**config.mk**
```make
export PLATFORM = sky130hd
export DESIGN_NAME = i2c_byte_master
export DESIGN_NICKNAME = d
export VERILOG_FILES = /design/src/rtl/i2c_pkg.sv /design/src/rtl/i2c_edge_tick.sv /design/src/rtl/i2c_byte_master.sv
export SDC_FILE = /design/constraint.sdc
export NUM_CORES = 1
export LEC_CHECK = 0
export ABC_AREA = 1
export BUFFER_PORTS_ARGS = -buffer_cell sky130_fd_sc_hd__buf_2
export CORE_MARGIN = 2
export CORE_UTILIZATION = 55
export DETAILED_ROUTE_END_ITERATION = 8
export GPL_ROUTABILITY_DRIVEN = 0
export HOLD_SLACK_MARGIN = 0.02
export PLACE_DENSITY = 0.86
export SLEW_MARGIN = 20
export SYNTH_ARGS = -nofsm -noshare
export SYNTH_HDL_FRONTEND = slang
export SYNTH_SLANG_ARGS = --single-unit
export TNS_END_PERCENT = 10
```
**constraint.sdc**
```tcl
create_clock -name ref_clk -period 1.9 [get_ports ref_clk]
set_clock_uncertainty 0.1 [all_clocks]
set_input_delay 0.285 -clock ref_clk [delete_from_list [all_inputs] [get_ports ref_clk]]
set_output_delay 0.285 -clock ref_clk [all_outputs]
set_load 0.02 [all_outputs]
```
**src/rtl/i2c_pkg.sv**
```systemverilog
// Shared definitions for the single-byte I2C master: FSM state encoding and
// the four phase positions within one SCL bit.
package i2c_pkg;

  typedef enum logic [2:0] {
    IDLE     = 3'd0,
    START    = 3'd1,
    ADDR     = 3'd2,
    ADDR_ACK = 3'd3,
    DATA     = 3'd4,
    DATA_ACK = 3'd5,
    STOP     = 3'd6,
    DONE     = 3'd7
  } i2c_state_e;

  localparam logic [1:0] PH_SET    = 2'd0;
  localparam logic [1:0] PH_RISE   = 2'd1;
  localparam logic [1:0] PH_SAMPLE = 2'd2;
  localparam logic [1:0] PH_FALL   = 2'd3;

  localparam logic [2:0] BIT_MSB = 3'd7;

endpackage

```
**src/rtl/i2c_edge_tick.sv**
```systemverilog
// Turns the divider output into a one-cycle tick on each of its edges;
// i2c_clk is treated as data in the ref_clk domain, never as a clock.
module i2c_edge_tick (
  input  logic ref_clk,
  input  logic reset,
  input  logic i2c_clk,
  output logic tick
);

  logic i2c_clk_q;

  always_ff @(posedge ref_clk) begin
    if (reset) i2c_clk_q <= 1'b0;
    else       i2c_clk_q <= i2c_clk;
  end

  assign tick = i2c_clk ^ i2c_clk_q;

endmodule

```
**src/rtl/i2c_byte_master.sv**
```systemverilog
// Single-byte I2C master: START, addr+R/W, ACK, one data byte, ACK/NACK, STOP.
// Each SCL bit spans four phase ticks taken from the divider edges.
//
//   state    | meaning
//   IDLE     | bus released, waiting for start
//   START    | SDA falls while SCL high, then SCL pulled low
//   ADDR     | shift out {addr,rw}, MSB first
//   ADDR_ACK | release SDA, sample slave ACK
//   DATA     | shift out wdata (write) or shift in rdata (read)
//   DATA_ACK | sample slave ACK (write) or master NACK (read)
//   STOP     | SDA rises while SCL high
//   DONE     | one-cycle done pulse
module i2c_byte_master
  import i2c_pkg::*;
(
  input  logic       ref_clk,
  input  logic       reset,
  input  logic       i2c_clk,
  input  logic       start,
  input  logic       rw,
  input  logic [6:0] addr,
  input  logic [7:0] wdata,
  input  logic       sda_in,
  output logic       scl_pull,
  output logic       sda_pull,
  output logic       busy,
  output logic       done,
  output logic       ack_error,
  output logic [7:0] rdata
);

  logic       tick;
  i2c_state_e state_q, state_d;
  logic [1:0] phase_q, phase_d;
  logic [2:0] bit_cnt_q, bit_cnt_d;
  logic [7:0] addr_rw_q, addr_rw_d;
  logic [7:0] wdata_q, wdata_d;
  logic [7:0] rdata_q, rdata_d;
  logic       ack_error_q, ack_error_d;
  logic       scl_pull_q, scl_pull_d;
  logic       sda_pull_q, sda_pull_d;
  logic       rd_mode;

  i2c_edge_tick u_edge_tick (
    .ref_clk (ref_clk),
    .reset   (reset),
    .i2c_clk (i2c_clk),
    .tick    (tick)
  );

  assign rd_mode = addr_rw_q[0];

  always_ff @(posedge ref_clk) begin
    if (reset) begin
      state_q     <= IDLE;
      phase_q     <= PH_SET;
      bit_cnt_q   <= BIT_MSB;
      addr_rw_q   <= 8'h00;
      wdata_q     <= 8'h00;
      rdata_q     <= 8'h00;
      ack_error_q <= 1'b0;
      scl_pull_q  <= 1'b0;
      sda_pull_q  <= 1'b0;
    end else begin
      state_q     <= state_d;
      phase_q     <= phase_d;
      bit_cnt_q   <= bit_cnt_d;
      addr_rw_q   <= addr_rw_d;
      wdata_q     <= wdata_d;
      rdata_q     <= rdata_d;
      ack_error_q <= ack_error_d;
      scl_pull_q  <= scl_pull_d;
      sda_pull_q  <= sda_pull_d;
    end
  end

  always_comb begin
    state_d     = state_q;
    phase_d     = phase_q;
    bit_cnt_d   = bit_cnt_q;
    addr_rw_d   = addr_rw_q;
    wdata_d     = wdata_q;
    rdata_d     = rdata_q;
    ack_error_d = ack_error_q;
    scl_pull_d  = scl_pull_q;
    sda_pull_d  = sda_pull_q;

    case (state_q)
      IDLE: begin
        scl_pull_d = 1'b0;
        sda_pull_d = 1'b0;
        if (start) begin
          addr_rw_d   = {addr, rw};
          wdata_d     = wdata;
          ack_error_d = 1'b0;
          phase_d     = PH_SET;
          state_d     = START;
        end
      end

      DONE: state_d = IDLE;

      default: begin
        if (tick) begin
          phase_d = phase_q + 2'd1;
          // SCL rise/fall is common to every data-bit state; START/STOP override below
          if (phase_q == PH_RISE) scl_pull_d = 1'b0;
          if (phase_q == PH_FALL) scl_pull_d = 1'b1;

          case (state_q)
            START: begin
              case (phase_q)
                PH_SET:    begin scl_pull_d = 1'b0; sda_pull_d = 1'b0; end
                PH_RISE:   scl_pull_d = 1'b0;
                PH_SAMPLE: sda_pull_d = 1'b1;
                default: begin
                  bit_cnt_d = BIT_MSB;
                  state_d   = ADDR;
                end
              endcase
            end

            ADDR: begin
              if (phase_q == PH_SET) sda_pull_d = ~addr_rw_q[bit_cnt_q];
              if (phase_q == PH_FALL) begin
                if (bit_cnt_q == 3'd0) state_d = ADDR_ACK;
                else                   bit_cnt_d = bit_cnt_q - 3'd1;
              end
            end

            ADDR_ACK: begin
              if (phase_q == PH_SET)    sda_pull_d  = 1'b0;
              if (phase_q == PH_SAMPLE) ack_error_d = sda_in;
              if (phase_q == PH_FALL) begin
                bit_cnt_d = BIT_MSB;
                state_d   = ack_error_q ? STOP : DATA;
              end
            end

            DATA: begin
              if (phase_q == PH_SET) sda_pull_d = rd_mode ? 1'b0 : ~wdata_q[bit_cnt_q];
              if (phase_q == PH_SAMPLE && rd_mode) rdata_d = {rdata_q[6:0], sda_in};
              if (phase_q == PH_FALL) begin
                if (bit_cnt_q == 3'd0) state_d = DATA_ACK;
                else                   bit_cnt_d = bit_cnt_q - 3'd1;
              end
            end

            DATA_ACK: begin
              // read: releasing SDA here is the master NACK that ends the read
              if (phase_q == PH_SET) sda_pull_d = 1'b0;
              if (phase_q == PH_SAMPLE && !rd_mode) ack_error_d = ack_error_q | sda_in;
              if (phase_q == PH_FALL) state_d = STOP;
            end

            STOP: begin
              case (phase_q)
                PH_SET:    begin scl_pull_d = 1'b1; sda_pull_d = 1'b1; end
                PH_RISE:   scl_pull_d = 1'b0;
                PH_SAMPLE: sda_pull_d = 1'b0;
                default: begin
                  scl_pull_d = 1'b0;
                  state_d    = DONE;
                end
              endcase
            end

            default: state_d = IDLE;
          endcase
        end
      end
    endcase
  end

  assign scl_pull  = scl_pull_q;
  assign sda_pull  = sda_pull_q;
  assign busy      = (state_q != IDLE) && (state_q != DONE);
  assign done      = (state_q == DONE);
  assign ack_error = ack_error_q;
  assign rdata     = rdata_q;

endmodule
```
==> results_dict.tcl <==
set metrics [dict create \
    status "finished, final reports clean" \
    maxSlewViolCount 0 \
    ys_ff_latch 36 \
    post_synth.cell_area_avg_um2 6.88 \
    hp-class "in2reg" \
    antenna_cells 0 \
    syn_nets 314 \
    dieArea_um2 4080 \
    p_leak_nw 1.08 \
    nFillCells 299 \
    dpl.hpwl_um 3270 \
    power.internal_mw 1.68 \
    clock_power_share_pct 21.0 \
    pwr-share-comb_pct 45.1 \
    rsz0062_at_grt "false" \
    path_clk_slew_ns 0.11 \
    maxCapViolCount 0 \
    arrival_ns 1.38 \
    first_iter_violations 58 \
    overflow 0 \
    grt_max_degree 25 \
    netSwitchingPower_mw 1.24 \
    insertion_delay_ns 0.35 \
    track_usage_pct 23.6 \
    start_util_pct 58.2 \
    worstPathRequired_ns 1.51 \
    yosys.area.top_type "dfxtp_1" \
    root_buffer "clkbuf_4" \
    drc_errors 0 \
    synth_top_area_share_pct 36.5 \
    fp.dieH_um 63.9 \
    tns_ns 0 \
    slew_headroom_pct 69.9 \
    ant_nets 0 \
    io_pins 34 \
    via_count 2006 \
    die_x_um 63.9 \
    cts_buffers 5 \
    wirelength_um 4490 \
    drt_first_pass_iters 6 \
    power_frac_seq_pct 33.9 \
    holdBufCountCts 0 \
    wire_per_inst_um 12.1 \
    post_cts_buffers 0 \
    clock.fmax_mhz 566 \
    drive_above_1_share_pct 20.6 \
    peakVddDrop_mv 0.830 \
    switching_share_pct 42.3 \
    fin_cells 371 \
    hold_viol 0 \
    cts_max_level 2 \
    ys_top_cells_by_area "dfxtp_1 (37%), nand2_1 (14%), nand3_1 (11%)" \
    cp-end-kind "output port" \
    port_buffers 33 \
    grt_pass1_wl_um 7510 \
    finish.net_count 351 \
    cts.path.max_buffers 2 \
    syn-cell-area_um2 1970 \
    tightest_slew_ns 0.448 \
    setup_slack_ns 0.132 \
    cts_tree "built" \
    core_area_um2 3390 \
    cp_max_fo 7 \
    syn2layout_area_growth_pct 14.4 \
    place_inst 363 \
    period_share_pct 93.0 \
    vias_per_cell 5.41 \
    grt_pass1_vias 1765 \
    antenna_found_initial 0 \
    cts_resized 0 \
    synthCells 287 \
    dp_slack_ns 0.173 \
    synth_warnings 0 \
    synth_cell_type_count 28 \
    num_rows 21 \
    worst-setup-path-type "reg2out" \
    start_kind "flop" \
    synth.yosys.seq_area_share_pct 36.5 \
    power-per-cell-area_nw_per_um2 1290 \
    min_period_ns 1.77 \
    clkSinkCount 36 \
    setup_violations 0 \
]
==> synth_stat cells <==
cell type  number
buf_2           3
a21oi_1        30
nand2_1        73
nand2_4         2
o21ai_1         3
nand2_2         3
clkinv_1        1
dfxtp_1        36
or2_1           1
bufbuf_16       1
ha_1            6
clkbuf_1        3
nor2_2          1
o21ai_2         3
xnor2_1         1
nand3_1        45
buf_6           2
o21ai_0        14
inv_1          23
xor2_1          1
nand3_2         1
nor3_4          1
a21oi_2         1
a21oi_4         1
inv_2           5
nor2_1         24
o22ai_1         1
buf_4           1
==> power groups by stage <==
stage / registers, mW / clock network [mW] / logic [mW]
2_1_floorplan: 1.00 / 0 / 1.02
3_3_place_gp: 1.00 / 0 / 1.26
3_5_place_dp: 1.01 / 0 / 1.28
4_1_cts: 0.989 / 0.620 / 1.30
5_1_grt: 1.01 / 0.657 / 1.48
6_report: 0.991 / 0.614 / 1.32
==> final timing paths <==
check	from	endpoint	slack, ns	cells past startpoint
worst max-delay path	state_q[0]	busy	0.13	4
worst min-delay path	i2c_clk	u_edge_tick.i2c_clk_q	0.06	3
worst min register to register	wdata_q[3]	wdata_q[3]	0.36	2
worst max register to register	phase_q[0]	rdata[4]	0.24	7
==> stage by stage <==
step | util (%) | instance area, µm² | power, mW | hold WS, ns
6_report | 66.6 | 2260 | 2.92 | 0.0562
5_1_grt | 66.6 | 2260 | 3.15 | 0.0413
4_1_cts | 66.5 | 2250 | 2.91 | 0.0430
3_5_place_dp | 63.7 | 2160 | 2.29 | 0.347
3_3_place_gp | 63.7 | 2160 | 2.26 | 0.343
2_1_floorplan | - | 1970 | 2.02 | 0.292
==> critical path, stage by stage, from the launching register on <==
cell     delay (ns)
dfxtp_1        0.48
nand2_1        0.16
nand2_1        0.17
nand2_1        0.07
buf_2          0.15
==> sequential cells by signal, indices dropped and copies added, names as in the netlist <==
register	cells
ack_error	1
u_edge_tick.i2c_clk_q	1
state_q	3
addr_rw_q	8
bit_cnt_q	3
phase_q	2
scl_pull	1
wdata_q	8
rdata	8
sda_pull	1
==> per-layer routing <==
metal  vias up  wire length (µm)  global-route usage, %
li1       1007                 -                      -
met1       928              1970                   28.1
met2        57              2120                   39.2
met3        14               279                   7.04
met4         0               115                   10.3
met5         -                 0                      0
==> cells by family (layout without fill, tap and decap cells) <==
logic type / Yosys count / in the layout / synth area share (%)
and+or+nand+nor: 151 / 151 / 33.9
AOI/OAI and AO/OA: 53 / 53 / 14.8
buffers and inverters: 39 / 77 / 10.0
DFF: 36 / 36 / 36.5
adders and majority gates: 6 / 6 / 3.80
xor gates and xnor gates: 2 / 2 / 0.888
==> cells in the final DEF, fill, tap and decap left out, types with 5 or more instances in the layout <==
cell type and count:
ha_1 6, a21oi_1 30, nand3_1 45, nand2_1 72
o21ai_0 14, inv_1 23, dfxtp_1 36, inv_2 5
buf_4 7, clkbuf_4 5, buf_2 33, nor2_1 24
==> cell type report <==
type                            instances  area (µm²)  area share [%]
Clock buffer                            7        65.1            2.88
Clock inverter                          1        30.0            1.33
Inverter                               29         109            4.82
Multi-Input combinational cell        212        1060            46.8
Sequential cell                        36         721            31.9
Tap cell                               46        57.6            2.55
Timing Repair Buffer                   40         218            9.65
Power figures use the tool's default switching activity.
